--- src/rtl/pipe_stage_buffer_pkg.sv ---
// Shared types and default widths for the inter-stage pipeline buffer.
package pipe_pkg;

    typedef enum logic [1:0] {
        PS_EMPTY = 2'd0,
        PS_ONE   = 2'd1,
        PS_TWO   = 2'd2
    } pipe_state_t;

    localparam int DEF_DATA_W = 32;
    localparam int DEF_CTRL_W = 16;
    localparam int DEF_CNT_W  = 16;

    localparam logic [DEF_CTRL_W-1:0] CTRL_ZERO = '0;

endpackage

--- src/rtl/pipe_stage_buffer_dff_en.sv ---
// Register slice with load enable and synchronous clear; one per stored field.
module pipe_dff_en #(
    parameter int W = 32
) (
    input  logic         clk,
    input  logic         rst_b,
    input  logic         en,
    input  logic         clr,
    input  logic [W-1:0] d,
    output logic [W-1:0] q
);

    // NOTE: sequential state uses non-blocking assignments so every flop samples pre-edge values.
    always_ff @(posedge clk or negedge rst_b) begin
        if (!rst_b) begin
            q <= '0;
        end else if (clr) begin
            q <= '0;
        end else if (en) begin
            q <= d;
        end
    end

endmodule

--- src/rtl/pipe_stage_buffer.sv ---
// Valid/ready pipeline register with stall, flush and a back-pressure counter.
// Define PIPE_SKID_EN for the two-entry build with a purely registered in_ready.
module pipe_stage_buffer
    import pipe_pkg::*;
#(
    parameter int DATA_W = DEF_DATA_W,
    parameter int CTRL_W = DEF_CTRL_W,
    parameter int CNT_W  = DEF_CNT_W
) (
    input  logic              clk,
    input  logic              rst_b,
    input  logic              in_valid,
    output logic              in_ready,
    input  logic [DATA_W-1:0] in_data,
    input  logic [CTRL_W-1:0] in_ctrl,
    input  logic              stall,
    input  logic              flush,
    output logic              out_valid,
    input  logic              out_ready,
    output logic [DATA_W-1:0] out_data,
    output logic [CTRL_W-1:0] out_ctrl,
    output logic [CNT_W-1:0]  bp_count
);

    localparam logic [CNT_W-1:0] CNT_ONE = {{(CNT_W-1){1'b0}}, 1'b1};
    localparam logic [CNT_W-1:0] CNT_MAX = '1;

    pipe_state_t       state;
    pipe_state_t       state_next;
    logic              push;
    logic              pop;
    logic              bp_inc;
    logic              head_load;
    logic              head_clr;
    logic [DATA_W-1:0] head_d_data;
    logic [CTRL_W-1:0] head_d_ctrl;

    assign out_valid = (state != PS_EMPTY);
    assign push      = in_valid & in_ready;
    assign pop       = out_valid & out_ready & ~stall;
    assign bp_inc    = out_valid & ~out_ready & ~stall & ~flush;

`ifdef PIPE_SKID_EN
    logic              ready_q;
    logic              skid_load;
    logic              skid_clr;
    logic              head_from_skid;
    logic [DATA_W-1:0] skid_data;
    logic [CTRL_W-1:0] skid_ctrl;

    // in_ready only sees stall combinationally; out_ready reaches it through a flop.
    assign in_ready    = ready_q & ~stall;
    assign head_d_data = head_from_skid ? skid_data : in_data;
    assign head_d_ctrl = head_from_skid ? skid_ctrl : in_ctrl;
`else
    assign in_ready    = ~stall & (~out_valid | out_ready);
    assign head_d_data = in_data;
    assign head_d_ctrl = in_ctrl;
`endif

    // NOTE: every always_comb output gets a default first so no path infers a latch.
    always_comb begin
        state_next = state;
        head_load  = 1'b0;
        head_clr   = 1'b0;
`ifdef PIPE_SKID_EN
        skid_load      = 1'b0;
        skid_clr       = 1'b0;
        head_from_skid = 1'b0;
`endif
        if (flush) begin
            state_next = PS_EMPTY;
            head_clr   = 1'b1;
`ifdef PIPE_SKID_EN
            skid_clr   = 1'b1;
`endif
        end else if (!stall) begin
            case (state)
                PS_EMPTY: begin
                    if (push) begin
                        state_next = PS_ONE;
                        head_load  = 1'b1;
                    end
                end
                PS_ONE: begin
                    if (push && pop) begin
                        head_load = 1'b1;
`ifdef PIPE_SKID_EN
                    end else if (push) begin
                        state_next = PS_TWO;
                        skid_load  = 1'b1;
`endif
                    end else if (pop) begin
                        state_next = PS_EMPTY;
                        head_clr   = 1'b1;
                    end
                end
`ifdef PIPE_SKID_EN
                PS_TWO: begin
                    if (pop) begin
                        state_next     = PS_ONE;
                        head_load      = 1'b1;
                        head_from_skid = 1'b1;
                    end
                end
`endif
                default: state_next = PS_EMPTY;
            endcase
        end
    end

    always_ff @(posedge clk or negedge rst_b) begin
        if (!rst_b) begin
            state    <= PS_EMPTY;
            bp_count <= '0;
        end else begin
            state <= state_next;
            if (bp_inc && (bp_count != CNT_MAX)) begin
                bp_count <= bp_count + CNT_ONE;
            end
        end
    end

    // Payload survives a flush; only the control word is forced to a bubble.
    pipe_dff_en #(.W(DATA_W)) u_head_data (
        .clk   (clk),
        .rst_b (rst_b),
        .en    (head_load),
        .clr   (1'b0),
        .d     (head_d_data),
        .q     (out_data)
    );

    pipe_dff_en #(.W(CTRL_W)) u_head_ctrl (
        .clk   (clk),
        .rst_b (rst_b),
        .en    (head_load),
        .clr   (head_clr),
        .d     (head_d_ctrl),
        .q     (out_ctrl)
    );

`ifdef PIPE_SKID_EN
    always_ff @(posedge clk or negedge rst_b) begin
        if (!rst_b) begin
            ready_q <= 1'b1;
        end else begin
            ready_q <= (state_next != PS_TWO);
        end
    end

    pipe_dff_en #(.W(DATA_W)) u_skid_data (
        .clk   (clk),
        .rst_b (rst_b),
        .en    (skid_load),
        .clr   (1'b0),
        .d     (in_data),
        .q     (skid_data)
    );

    pipe_dff_en #(.W(CTRL_W)) u_skid_ctrl (
        .clk   (clk),
        .rst_b (rst_b),
        .en    (skid_load),
        .clr   (skid_clr),
        .d     (in_ctrl),
        .q     (skid_ctrl)
    );
`endif

endmodule

--- config.mk ---
export PLATFORM = sky130hd
export DESIGN_NAME = pipe_stage_buffer
export DESIGN_NICKNAME = d
export VERILOG_FILES = /design/src/rtl/pipe_stage_buffer_pkg.sv /design/src/rtl/pipe_stage_buffer_dff_en.sv /design/src/rtl/pipe_stage_buffer.sv
export SDC_FILE = /design/constraint.sdc
export NUM_CORES = 1
export LEC_CHECK = 0
export CAP_MARGIN = 15
export CORE_MARGIN = 2
export CORE_UTILIZATION = 46
export CTS_BUF_LIST = sky130_fd_sc_hd__clkbuf_4 sky130_fd_sc_hd__clkbuf_8
export CTS_CLUSTER_DIAMETER = 120
export DETAILED_ROUTE_END_ITERATION = 10
export PLACE_DENSITY_LB_ADDON = 0.3
export SLEW_MARGIN = 20
export SYNTH_ARGS = -nofsm -noshare
export SYNTH_HDL_FRONTEND = slang
export SYNTH_SLANG_ARGS = --single-unit
--- constraint.sdc ---
create_clock -name clk -period 5.8 [get_ports clk]
set_input_delay 1.45 -clock clk [delete_from_list [all_inputs] [get_ports clk]]
set_output_delay 1.45 -clock clk [all_outputs]
set_load 0.02 [all_outputs]
==> metrics <==
Crit path buffers/inverters=2; top post-synthesis cells by area=dfrtp_1 (61%), mux2_2 (14%), mux2i_1 (6.0%); final hold viol count=0; clock buffer count from CTS=9; CP endpoint kind=output pin; die span in x=80.1 µm; CP Max Fanout=4; metal3 WL=441 µm; Hold Path Class=reg -> reg; Worst Hold Path Cells=1; Worst Tran Pin Value=1.07 ns; share of layout cells above drive strength 1=0.175; H-tree depth=3; CP max stage delay=0.59 ns; Setup WS pre-CTS=1.52 ns; Arr. time, crit path=2.83 ns; worst r2r path cells=5; RSZ-0062 raised after global routing=no; ANT nets after route=0; reg2reg start=state[0]; # rows=27; Final Max Slew Viols=0; Mapped Nets=256; # port buffers=119; number of remaining DRC errors=0; most frequent cell after synthesis=dfrtp_1; gr ovfl total=0; Seq/Total Area, Yosys=0.611; clk_skew=0.00587 ns; first-pass GRT wire length=9750 µm; setup TNS=0 ns; commonest cells in the netlist=dfrtp_1 (65), mux2_2 (33), nor2_1 (25); Register Area=1630 µm²; max frequency=0.233 GHz; clock insertion delay at the later pin of the skew report=0.33 ns; ys flop type=dfrtp_1; CTS tree=yes; Syn Inst Count=201; Pwr per Cell Area=310 nW/µm²; Tcrit/Tclk final=0.739; most frequent CP cell=clkdlybuf4s50_1; top cell type's share of synthesized area=0.611; Post-DP Area=3930 µm²; GRT Total Usage=0.201; startpoint types=primary input; Slowest-stage cell, CP=clkdlybuf4s50_1; Rel. slew slack=0.283; DR vias/cell=5.03; max-cap violations=0; design area=4150 µm²; Setup CP Type=in -> out; number of global-route vias before repair=2,091; largest net degree at the start of global routing=66; final setup violation count=0; number of diodes=0; WL met2=3060 µm; PnR worst setup slack=1.52 ns; setup repair bufs after CTS=0; multi-input logic area=997 µm²; status=finished clean; Layout area overhead=55.7%; clock-pin slew on the worst setup and hold paths=0.06 ns; Root Buffer=clkbuf_8; Static Leak=0.00186 µW; critical path's top delay family=buffers and inverters; Worst Path Required=4.35 ns; top layer in use=met4; Max IR drop VDD=0.213 mV; Yosys cell types=28; Clock Tree Buf Depth=2; DRT iter0 DRCs=62; hold wc startpoint=bp_count[11]; HPWL after detailed placement=4480 µm; Syn. warnings=0; Final Critical Period=4.28 ns; Hold Buf Count CTS=0; post-cts resize count=0; asr flop ratio synth=1.00; Starting Density=0.481; Post-Syn Area=2660 µm²; r2r setup slk=3.28 ns; crit path cell chain=clkdlybuf4s50_1, nand2b_1, and2_1, clkdlybuf4s50_1; area leader, netlist=dfrtp_1; drt wl/cell=15.3 µm; r2r endpoint=u_head_data.q[28]; Post-synth EDFFs=0; synthesized flop and latch total=65; total number of vias=2,031; initial antenna violation count=0; syn_area_per_cell=13.2 µm²; filler instances=419; num ports=120; Core Region=5540 µm²; drt total wl=6160 µm; met1 WL=2530 µm; drt pass-1 iters=4; Die ar.=6410 µm²; clock sink count=65; routability congestion estimate=0.755; Layout Nets=382; end point of the worst hold path=bp_count[11]; Die Y=80.1 µm
## final cells by class
cell class | instances | share of cell area
Clock buffer | 14 | 0.0435
Clock inverter | 2 | 0.00845
Sequential cell | 65 | 0.392
Multi-Input combinational cell | 126 | 0.241
Timing Repair Buffer | 121 | 0.290
Inverter | 4 | 0.00362
Tap cell | 72 | 0.0217
## power breakdown
group          switching [µW]  internal (µW)  total (µW)
Clock                     161            243         404
Combinational             147            183         330
Sequential               36.8            513         550
Total                     344            939        1280
## state kept, by name, indices dropped and copies added, names as in the netlist
name / cells
state: 1
u_head_ctrl.q: 16
u_head_data.q: 32
bp_count: 16
## per-stage QoR
stage	power, µW	utilization	hold WS [ns]	std cells
after floorplan	704	-	0.595	201
after global placement	882	0.709	0.487	388
after global routing	1340	0.748	0.519	404
after CTS	1300	0.748	0.499	404
after detailed placement	893	0.709	0.488	388
final	1280	0.748	0.501	404
## per-layer routing
metal / GRT usage / up-vias
met5: 0 / -
met2: 0.324 / 75
li1: - / 956
met3: 0.0596 / 14
met1: 0.243 / 986
met4: 0.105 / 0
## cell usage in the layout, fill, tap and decap left out, drive strengths merged, types with 4 or more instances in the layout
| cell type | count |
|---|---|
| clkdlybuf4s50 | 118 |
| dfrtp | 65 |
| mux2 | 33 |
| nor2 | 25 |
| mux2i | 16 |
| clkbuf | 14 |
| xor2 | 10 |
| nand3 | 8 |
| nor3 | 5 |
| inv | 4 |
## worst max-delay path by stage
| stage | from | endpoint | depth (start not counted) | slack [ns] |
|---|---|---|---|---|
| floorplan | out_ready | in_ready | 2 | 2.55 |
| global placement | out_ready | in_ready | 4 | 1.55 |
| detailed placement | out_ready | in_ready | 4 | 1.52 |
| CTS | out_ready | in_ready | 4 | 1.52 |
| global route | out_ready | in_ready | 4 | 1.46 |
| finish | out_ready | in_ready | 4 | 1.52 |
## logic make-up after synthesis
family,synth area share
flip-flops,0.611
AO/OA/AOI/OAI,0.0202
adder cells (fa/ha/maj),0.00470
AND/OR/NAND/NOR,0.110
XOR/XNOR,0.0395
multiplexers,0.200
buffers and inverters,0.0155
(Power assumes the default switching activity.)
